[src/rtl/core_bank_pkg.sv]
// Shared types and helpers for the core bank sequencer and its arbiter.
package core_bank_pkg;

    typedef enum logic [1:0] {
        IDLE    = 2'd0,
        RELEASE = 2'd1,
        RUN     = 2'd2
    } seq_state_e;

    localparam int COLL_CNT_W  = 16;

    // Widest packed bus and widest field that extract_slice can handle.
    localparam int BUS_MAX_W   = 8192;
    localparam int SLICE_MAX_W = 32;

    // Return field k of width w from a packed bus (field 0 in the LSBs),
    // zero-extended to SLICE_MAX_W bits.
    function automatic logic [SLICE_MAX_W-1:0] extract_slice(
        input logic [BUS_MAX_W-1:0] bus,
        input int unsigned          k,
        input int unsigned          w
    );
        logic [BUS_MAX_W-1:0]   shifted;
        logic [SLICE_MAX_W-1:0] mask;
        shifted = bus >> (k * w);
        mask    = (w >= SLICE_MAX_W) ? '1 : ((SLICE_MAX_W'(1) << w) - SLICE_MAX_W'(1));
        return shifted[SLICE_MAX_W-1:0] & mask;
    endfunction

endpackage

[src/rtl/core_bank_arbiter.sv]
// Combinational eligibility check and winner select (fixed priority or
// round-robin starting at ptr_i) across the core bank.
module core_bank_arbiter
    import core_bank_pkg::*;
#(
    parameter int N_CORES  = 33,
    parameter int EN_W     = 4,
    parameter int EN_MATCH = 1,
    parameter int RR_MODE  = 0,
    parameter int IDX_W    = $clog2(N_CORES)
) (
    input  logic [N_CORES*EN_W-1:0] core_out_en_i,
    input  logic [N_CORES-1:0]      core_rst_i,
    input  logic [IDX_W-1:0]        ptr_i,
    output logic [IDX_W-1:0]        win_idx_o,
    output logic                    any_o,
    output logic                    multi_o
);

    logic [BUS_MAX_W-1:0] en_bus_pad;
    logic [N_CORES-1:0]   elig;
    logic [N_CORES-1:0]   upper_mask;
    logic [N_CORES-1:0]   masked;
    logic [IDX_W-1:0]     low_idx;
    logic [IDX_W-1:0]     rr_idx;

    assign en_bus_pad = BUS_MAX_W'(core_out_en_i);

    genvar gi;
    generate
        for (gi = 0; gi < N_CORES; gi++) begin : g_elig
            logic [SLICE_MAX_W-1:0] en_word;
            assign en_word  = extract_slice(en_bus_pad, gi, EN_W);
            // A core still held in reset is never eligible.
            assign elig[gi] = (en_word == SLICE_MAX_W'(EN_MATCH)) && !core_rst_i[gi];
        end
    endgenerate

    // Lowest eligible index overall, and lowest eligible index at or above ptr.
    always_comb begin
        upper_mask = ~((N_CORES'(1) << ptr_i) - N_CORES'(1));
        masked     = elig & upper_mask;
        low_idx    = '0;
        rr_idx     = '0;
        for (int i = N_CORES - 1; i >= 0; i--) begin
            if (elig[i])   low_idx = IDX_W'(i);
            if (masked[i]) rr_idx  = IDX_W'(i);
        end
        // Round-robin wraps to the lowest eligible index when nothing sits at/above ptr.
        if ((RR_MODE != 0) && (masked != '0)) win_idx_o = rr_idx;
        else                                  win_idx_o = low_idx;
        any_o   = (elig != '0);
        multi_o = ((elig & (elig - N_CORES'(1))) != '0);
    end

endmodule

[src/rtl/core_bank_sequencer.sv]
// Staggered per-core reset release plus registered output arbitration
// for a bank of parallel cores sharing one output path.
module core_bank_sequencer
    import core_bank_pkg::*;
#(
    parameter int N_CORES    = 33,
    parameter int STAGGER    = 11,
    parameter int OUT_W      = 28,
    parameter int EN_W       = 4,
    parameter int EN_MATCH   = 1,
    parameter int RR_MODE    = 0,
    parameter int AUTO_START = 1,
    parameter int IDX_W      = $clog2(N_CORES)
) (
    input  logic                     clk_i,
    input  logic                     rst_ni,
    input  logic                     start_i,
    input  logic                     restart_i,
    input  logic [N_CORES*OUT_W-1:0] core_io_out_i,
    input  logic [N_CORES*EN_W-1:0]  core_out_en_i,
    output logic [N_CORES-1:0]       core_rst_o,
    output logic signed [OUT_W-1:0]  io_out_o,
    output logic [EN_W-1:0]          out_en_o,
    output logic                     out_valid_o,
    output logic [IDX_W-1:0]         out_idx_o,
    output logic                     collision_o,
    output logic [COLL_CNT_W-1:0]    collision_cnt_o,
    output logic                     seq_done_o
);

    localparam int                CNT_W    = (STAGGER > 1) ? $clog2(STAGGER) : 1;
    localparam logic [CNT_W-1:0]  CNT_LAST = CNT_W'(STAGGER - 1);
    localparam logic [IDX_W-1:0]  IDX_LAST = IDX_W'(N_CORES - 1);

    seq_state_e              state_q;
    logic [CNT_W-1:0]        cnt_q;
    logic [IDX_W-1:0]        idx_q;
    logic [N_CORES-1:0]      core_rst_q;
    logic                    seq_done_q;
    logic [IDX_W-1:0]        ptr_q;
    logic [IDX_W-1:0]        ptr_d;
    logic signed [OUT_W-1:0] io_out_q;
    logic [EN_W-1:0]         out_en_q;
    logic                    out_valid_q;
    logic [IDX_W-1:0]        out_idx_q;
    logic                    collision_q;
    logic [COLL_CNT_W-1:0]   coll_cnt_q;

    logic [IDX_W-1:0]        win_idx;
    logic                    win_any;
    logic                    win_multi;
    logic                    restart_fire;

    // Restart is ignored while idle; it also beats a simultaneous start.
    assign restart_fire = restart_i && (state_q != IDLE);
    assign ptr_d        = (win_idx == IDX_LAST) ? '0 : win_idx + 1'b1;

    core_bank_arbiter #(
        .N_CORES  (N_CORES),
        .EN_W     (EN_W),
        .EN_MATCH (EN_MATCH),
        .RR_MODE  (RR_MODE),
        .IDX_W    (IDX_W)
    ) u_arbiter (
        .core_out_en_i (core_out_en_i),
        .core_rst_i    (core_rst_q),
        .ptr_i         (ptr_q),
        .win_idx_o     (win_idx),
        .any_o         (win_any),
        .multi_o       (win_multi)
    );

    // Release sequencer: drop one core reset every STAGGER cycles, then hold in RUN.
    always_ff @(posedge clk_i or negedge rst_ni) begin
        if (!rst_ni) begin
            state_q    <= (AUTO_START != 0) ? RELEASE : IDLE;
            cnt_q      <= '0;
            idx_q      <= '0;
            core_rst_q <= '1;
            seq_done_q <= 1'b0;
        end else if (restart_fire) begin
            state_q    <= RELEASE;
            cnt_q      <= '0;
            idx_q      <= '0;
            core_rst_q <= '1;
            seq_done_q <= 1'b0;
        end else begin
            case (state_q)
                IDLE: begin
                    if (start_i) begin
                        state_q <= RELEASE;
                        cnt_q   <= '0;
                        idx_q   <= '0;
                    end
                end
                RELEASE: begin
                    if (cnt_q == '0) core_rst_q[idx_q] <= 1'b0;
                    if (cnt_q == CNT_LAST) begin
                        cnt_q <= '0;
                        if (idx_q == IDX_LAST) begin
                            state_q    <= RUN;
                            seq_done_q <= 1'b1;
                        end else begin
                            idx_q <= idx_q + 1'b1;
                        end
                    end else begin
                        cnt_q <= cnt_q + 1'b1;
                    end
                end
                RUN: begin
                end
                default: state_q <= IDLE;
            endcase
        end
    end

    // Register the arbitration winner, collision flag/count and RR pointer.
    always_ff @(posedge clk_i or negedge rst_ni) begin
        if (!rst_ni) begin
            io_out_q    <= '0;
            out_en_q    <= '0;
            out_valid_q <= 1'b0;
            out_idx_q   <= '0;
            collision_q <= 1'b0;
            coll_cnt_q  <= '0;
            ptr_q       <= '0;
        end else begin
            if (win_any) begin
                io_out_q    <= core_io_out_i[win_idx*OUT_W +: OUT_W];
                out_en_q    <= core_out_en_i[win_idx*EN_W +: EN_W];
                out_valid_q <= 1'b1;
                out_idx_q   <= win_idx;
            end else begin
                io_out_q    <= '0;
                out_en_q    <= '0;
                out_valid_q <= 1'b0;
                out_idx_q   <= '0;
            end
            collision_q <= win_multi;
            if (win_multi && (coll_cnt_q != '1)) coll_cnt_q <= coll_cnt_q + 1'b1;
            if (restart_fire)  ptr_q <= '0;
            else if (win_any)  ptr_q <= ptr_d;
        end
    end

    assign core_rst_o      = core_rst_q;
    assign seq_done_o      = seq_done_q;
    assign io_out_o        = io_out_q;
    assign out_en_o        = out_en_q;
    assign out_valid_o     = out_valid_q;
    assign out_idx_o       = out_idx_q;
    assign collision_o     = collision_q;
    assign collision_cnt_o = coll_cnt_q;

endmodule

[config.mk]
export PLATFORM = sky130hd
export DESIGN_NAME = core_bank_sequencer
export DESIGN_NICKNAME = d
export VERILOG_FILES = /design/src/rtl/core_bank_pkg.sv /design/src/rtl/core_bank_arbiter.sv /design/src/rtl/core_bank_sequencer.sv
export SDC_FILE = /design/constraint.sdc
export NUM_CORES = 1
export LEC_CHECK = 0
export CAP_MARGIN = 20
export CORE_AREA = 4 4 443 445
export CTS_BUF_LIST = sky130_fd_sc_hd__clkbuf_16
export DETAILED_ROUTE_END_ITERATION = 10
export DIE_AREA = 0 0 447 449
export PLACE_DENSITY_LB_ADDON = 0.1
export SYNTH_ARGS = -nofsm -noshare
export SYNTH_HDL_FRONTEND = slang
export SYNTH_SLANG_ARGS = --single-unit
[constraint.sdc]
create_clock -name clk_i -period 3.7 [get_ports clk_i]
set_input_delay 0.925 -clock clk_i [delete_from_list [all_inputs] [get_ports clk_i]]
set_output_delay 0.925 -clock clk_i [all_outputs]
set_load 0.03 [all_outputs]
Word-level counts from Yosys, hierarchy flattened. Cells that the tools add are included.

$lt $le $gt $ge: 2. Add/sub/neg operators: 4. Bitwise logic cells: 3. Equal/unequal tests: 43. Reductions and logical operators: 84. Multipliers: 1. Shift-type cells: 2. Mux-type cells: 60.

Operators by type and width (count): $shiftx 924x12->28 (1); $mux 6 (38); $eq 4x1->1 const B (33); $shiftx 132x9->4 (1); $mux 33 (3); $and 33x33->33 (2); $reduce_bool 33->1 (2); $logic_and 1x1->1 (36); $logic_not 1->1 (33); $not 33->33 (1); $sub 33x1->33 const B (1); $mux 28 (1); $add 16x1->16 const B (1); $mux 4 (4); $ne 16x16->1 const B (1); $ne 3x3->1 const B (4); $pmux 6 s2 (1); $reduce_bool 2->1 (5); $mul 6x3->9 const B (1); $mux 2 (4); $pmux 4 s2 (1); $reduce_and 4->1 (2); $lt 6x7->1 const B (1); $add 6x1->6 const B (1); 15 further kinds (21).

Register bits: 102. Output and inout port bits: 90. Input bits: 1060.

Longest topological paths before layout.
Depth after elaboration: 38. Mapped depth: 15. Depth with buffers taken out: 12.

Cells and area by module. Synthesis repeated with hierarchy kept, for this count alone.

Cells, all modules: 1522. Area total of the unflattened synthesis: 14844.2 sq um.

By module, submodules not included: core_bank_sequencer (seq. area each 2745.1 sq um, cells each 1334, times used 1, area an instance 13389.1 sq um); core_bank_arbiter (seq. area each 0.0 sq um, cells each 188, times used 1, area an instance 1455.1 sq um).

Worst setup path after synthesis. OpenSTA, ideal clock, no wires.

Path type: input port to flip-flop. From: input port core_out_en_i[99]. To: register coll_cnt_q[12] (netlist: collision_cnt_o[12]). Stages on the path: 11. Arrival: 3.517 ns. Path buffers: 1. Path slack: 0.055 ns. Cell sequence: nand2b_1 nor4_1 or4_1 nand2b_1 buf_2 nor3_2 o21ai_1 or4_4 or3_1 nand4_1 mux2_1.

Longest elaborated chain between the ends: 6.

Ends and longest elaborated chain: start, declared (RTL line core_bank_sequencer.sv:20) `input logic [N_CORES*EN_W-1:0] core_out_en_i,`; $eq 4x1->1 * (RTL line core_bank_arbiter.sv:35) `assign elig[gi] = (en_word == SLICE_MAX_W'(EN_MATCH)) && !core_rst_i[gi];`; $logic_and 1x1->1 * (RTL line core_bank_arbiter.sv:35); $sub 33x1->33 (RTL line core_bank_arbiter.sv:53) `multi_o = ((elig & (elig - N_CORES'(1))) != '0);`; $and 33x33->33 * (RTL line core_bank_arbiter.sv:53); $reduce_bool 33->1 * (RTL line core_bank_arbiter.sv:53); net u_arbiter.multi_o (RTL line core_bank_arbiter.sv:17) `output logic multi_o`; $logic_and 1x1->1 * (RTL line core_bank_sequencer.sv:140) `if (win_multi && (coll_cnt_q != '1)) coll_cnt_q <= coll_cnt_q + 1'b1;`; end signal, assigned (RTL line core_bank_sequencer.sv:140); end, declared (RTL line core_bank_sequencer.sv:47) `logic [COLL_CNT_W-1:0] coll_cnt_q;`.

The timed path passes the listed nets; every way through them passes the cells marked *. A chain may end at the register's enable or synchronous reset.

Worst setup path after layout.
From: input port core_out_en_i[48]. To: register io_out_q[7] (netlist: io_out_o[7]).

Longest elaborated chain between the ends: 18. Elaborated cells between the ends (all ways): 19.

Ends and longest elaborated chain: $eq 4x1->1 * (RTL line core_bank_arbiter.sv:35); $logic_and 1x1->1 * (RTL line core_bank_arbiter.sv:35); $mux 6 (13 in series) (RTL line core_bank_arbiter.sv:46) `if (elig[i]) low_idx = IDX_W'(i);`; $mul 6x3->9 (RTL line core_bank_sequencer.sv:129) `io_out_q <= core_io_out_i[win_idx*OUT_W +: OUT_W];`; $shiftx 924x12->28 (RTL line core_bank_sequencer.sv:129); $mux 28 * (RTL line core_bank_sequencer.sv:128) `if (win_any) begin`; end signal, assigned (RTL line core_bank_sequencer.sv:129); end, declared (RTL line core_bank_sequencer.sv:42) `logic signed [OUT_W-1:0] io_out_q;`.

Mark *: on every way between the ends. The rest lies on a longest branch, timed or not.

==> qor.yml <==
final_min_period_over_clock_period: 1.113
final_antenna_net_count: 0
route.detailed.vias_per_inst: 3.717
antenna_violations_before_repair: 103
h-tree-depth: 3
postLayoutCoreUtil: 0.1955
reg2reg_slack_ns: -0.23
finalNetCount: 4587
die_height_um: 449
detail_route.wl_per_cell_um: 31.76
postPlaceCellArea_um2: 31870
stdcell_area_um2: 37570
critical_path_peak_fanout: 5
clock_sink_count: 102
fin_total_pwr_mw: 5.879
setup_viol: 29
crit-reg2reg-capture: "io_out_o[24]"
synth_warnings: 0
critPathLaunchType: "primary input"
floorplan.die.width_um: 447
grt_pass1_vias: 24260
relSlewSlack: 0.4499
synth_cells: 1909
outcome: "complete, but fails checks"
path_clk_slew_ns: 0.12
synth_ff_type: "dfrtp_1"
highest_layer: "met5"
drt_first_pass_iters: 5
clock_tree_from_tritoncts: "done"
achievable-frequency_ghz: 0.2428
postRouteWirelength_um: 193300
synth_enable_flop_cells: 0
wirelength_met1_um: 79330
placedCellCount: 5846
worst_slack_ns: -0.4193
transition_time_at_the_pin_with_the_least_slew_margin_ns: 0.8251
mappedNetlistArea_um2: 13980
cts_inserted_buffers: 9
crit_slowest_cell: "or4_4"
cts_root_buffer: "clkbuf_16"
cp_num_buf_inv: 9
post_layout_nonfiller_instances: 6086
rr_startpoint: "core_rst_o[8]"
critical_path_arrival_ns: 4.47
fin_worst_hold_slack_ns: 0.5022
io_pins: 1150
synth_cell_type_count: 77
ir_drop_mv: 0.2643
post_cts_hold_buffer_count: 0
static-leakage-power_nw: 14.19
worst_r2r_path_depth: 18
p_per_area_nw_per_um2: 156.5
met2WireLength_um: 95970
cts_max_path_buffers: 2
drive_gt1_frac: 0.3208
worst-path-stages: 20
areaGrowthSynthToFinish_pct: 168.7
timing.critical_path.slowest_cell_delay_ns: 0.53
min_path_cells: 1
detailedRoute.firstIterationViolations: 1199
seq_area_frac_synth: 0.1856
timing_hold_violations_final: 0
timing.setup.critical_path_class: "in -> reg"
period_needed_ns: 4.119
floorplan.core_area_um2: 192200
synth_seq_cells: 102
place_hpwl_um: 161100
grt_setup_unrepaired: "yes"
hold_class: "reg -> reg"
dieArea_um2: 200700
detailroute.wirelength.met3_um: 13510
postSynthAreaPerCell_um2: 7.324
placement_rows: 161
timing.critical_path.to_type: "flip-flop"
insertion_delay_ns: 0.46
critical_path_required_ns: 4.05
drcViolationCount: 0
crit_chain: "clkdlybuf4s15_2 > nand2b_4 > or4_4 > a211o_1 > o211a_1 > o22ai_2 > or3_4 > inv_16 > buf_16 > buf_12 > buf_8 > buf_4 > buf_6 > buf_6 > mux2i_4 > mux2i_4 > a211o_1 > a31oi_1 > buf_4 > a31oi_4"
holdCritStartpoint: "collision_cnt_o[10]"
port-buffer-count: 1149
violations: "setup timing"
overflow: 0
maxCapViolCount: 0
num_vias: 22620
worst_path_dominant_cell_family: "compound AO/OA/AOI/OAI gates"
layout.filler_cells: 21590
min_to: "collision_cnt_o[10]"
initial_core_util: 0.07276
grt_max_degree: 74
slew_violations: 0
synth-async-reset-ratio: 1.000
grt.total_usage: 0.1835
grt_first_pass_wirelength_um: 243400
gp_congestion: 0.8300
clock-skew-final_ns: 0.03350
-- sequential cells by signal (all words and copies together) (netlist names) --
name,count
cnt_q,4
collision_cnt_o,16
collision_o,1
core_rst_o,33
idx_q,6
io_out_o,28
out_en_o,4
out_idx_o,6
out_valid_o,1
seq_done_o,1
state_q,2
-- synth_stat cells (39+ instances only) --
| master | n | area share |
|---|---|---|
| nand2_1 | 351 | 0.094 |
| mux2i_1 | 173 | 0.12 |
| a21oi_1 | 127 | 0.045 |
| clkbuf_1 | 105 | 0.028 |
| and3_1 | 99 | 0.044 |
| nor2_1 | 81 | 0.022 |
| a211oi_1 | 80 | 0.043 |
| o21ai_0 | 80 | 0.029 |
| a31oi_1 | 74 | 0.033 |
| dfrtp_1 | 68 | 0.12 |
| nand3_1 | 65 | 0.023 |
| a211o_1 | 62 | 0.039 |
| nand2b_1 | 39 | 0.017 |
-- layout make-up --
class	count	area (µm²)	area share
timing repair buffer	1770	17870	0.4755
multi-input combinational	1627	13430	0.3575
tap	2526	3161	0.08411
sequential	102	2595	0.06906
clock buffer	9	225.2	0.005994
clock inverter	7	98.84	0.002631
inverter	10	87.58	0.002331
antenna	34	85.08	0.002264
timing repair inverter	1	20.02	0.0005328
-- metal layers --
metal,global-route usage,up-vias
li1,-,10550
met1,0.2212,11020
met2,0.3193,802
met3,0.05179,199
met4,0.04481,58
met5,0,-
-- what timing repair did --
action,CTS,global route
pin swaps,170,136
resized for setup,684,230
cloned,15,3
setup endpoints to repair,46,45
setup buffers,142,67
-- stage by stage --
stage,worst slack [ns],setup TNS (ns)
floorplan,0.05490,0
global placement,-2.228,-69.07
detailed placement,-2.217,-67.86
CTS,-0.3716,-10.98
global route,-0.5050,-10.66
finish,-0.4193,-7.810
-- power by group --
| part | internal [mW] | switching, mW | leakage, nW |
|---|---|---|---|
| combinational | 1.83 | 1.54 | 12.8 |
| sequential | 1.20 | 0.0925 | 1.28 |
| clock | 0.504 | 0.716 | 0.158 |
-- cell families after synthesis --
logic type | count (synthesis) | share of synthesized area
buffers and inverters | 183 | 0.06470
DFF | 102 | 0.1856
adders and majority gates | 9 | 0.007517
other | 1 | 0.0002682
muxes | 210 | 0.1536
and+or+nand+nor | 789 | 0.2852
AOI/OAI and AO/OA | 598 | 0.2924
xor gates and xnor gates | 17 | 0.01065
-- worst max-delay path by stage --
| stage | slack, ns | end | from |
|---|---|---|---|
| after floorplan | 0.05 | collision_cnt_o[12] | core_out_en_i[99] |
| after global placement | -2.23 | io_out_o[2] | core_out_en_i[11] |
| after detailed placement | -2.22 | io_out_o[4] | core_out_en_i[11] |
| after CTS | -0.37 | io_out_o[2] | core_out_en_i[106] |
| after global routing | -0.51 | io_out_o[2] | core_out_en_i[67] |
| final | -0.42 | io_out_o[7] | core_out_en_i[48] |
-- cell usage in the layout, fill, tap and decap left out, types with 23 or more instances in the layout --
cell / n
nand3_1: 59
nor3_1: 25
diode_2: 34
mux2_2: 31
nand2_1: 341
buf_12: 75
a211oi_1: 41
nor2_1: 66
dlygate4sd2_1: 52
nand2b_4: 36
a211o_1: 51
clkdlybuf4s50_1: 1023
buf_4: 435
mux2i_4: 28
nor4_4: 35
buf_6: 73
a211oi_2: 30
o21ai_0: 65
mux2i_1: 131
dfrtp_1: 68
a21oi_2: 23
and3_1: 94
o211ai_1: 24
a21oi_1: 98
a31oi_1: 59
dfstp_2: 34
-- worst register-to-register path: cells and delay by family, from the launching register on --
kind / cells / cell delay [ns]
simple gates: 5 / 0.97
flops: 1 / 0.61
buf+inv: 8 / 1.27
compound gates: 5 / 0.95
Power figures use the tool's default switching activity.
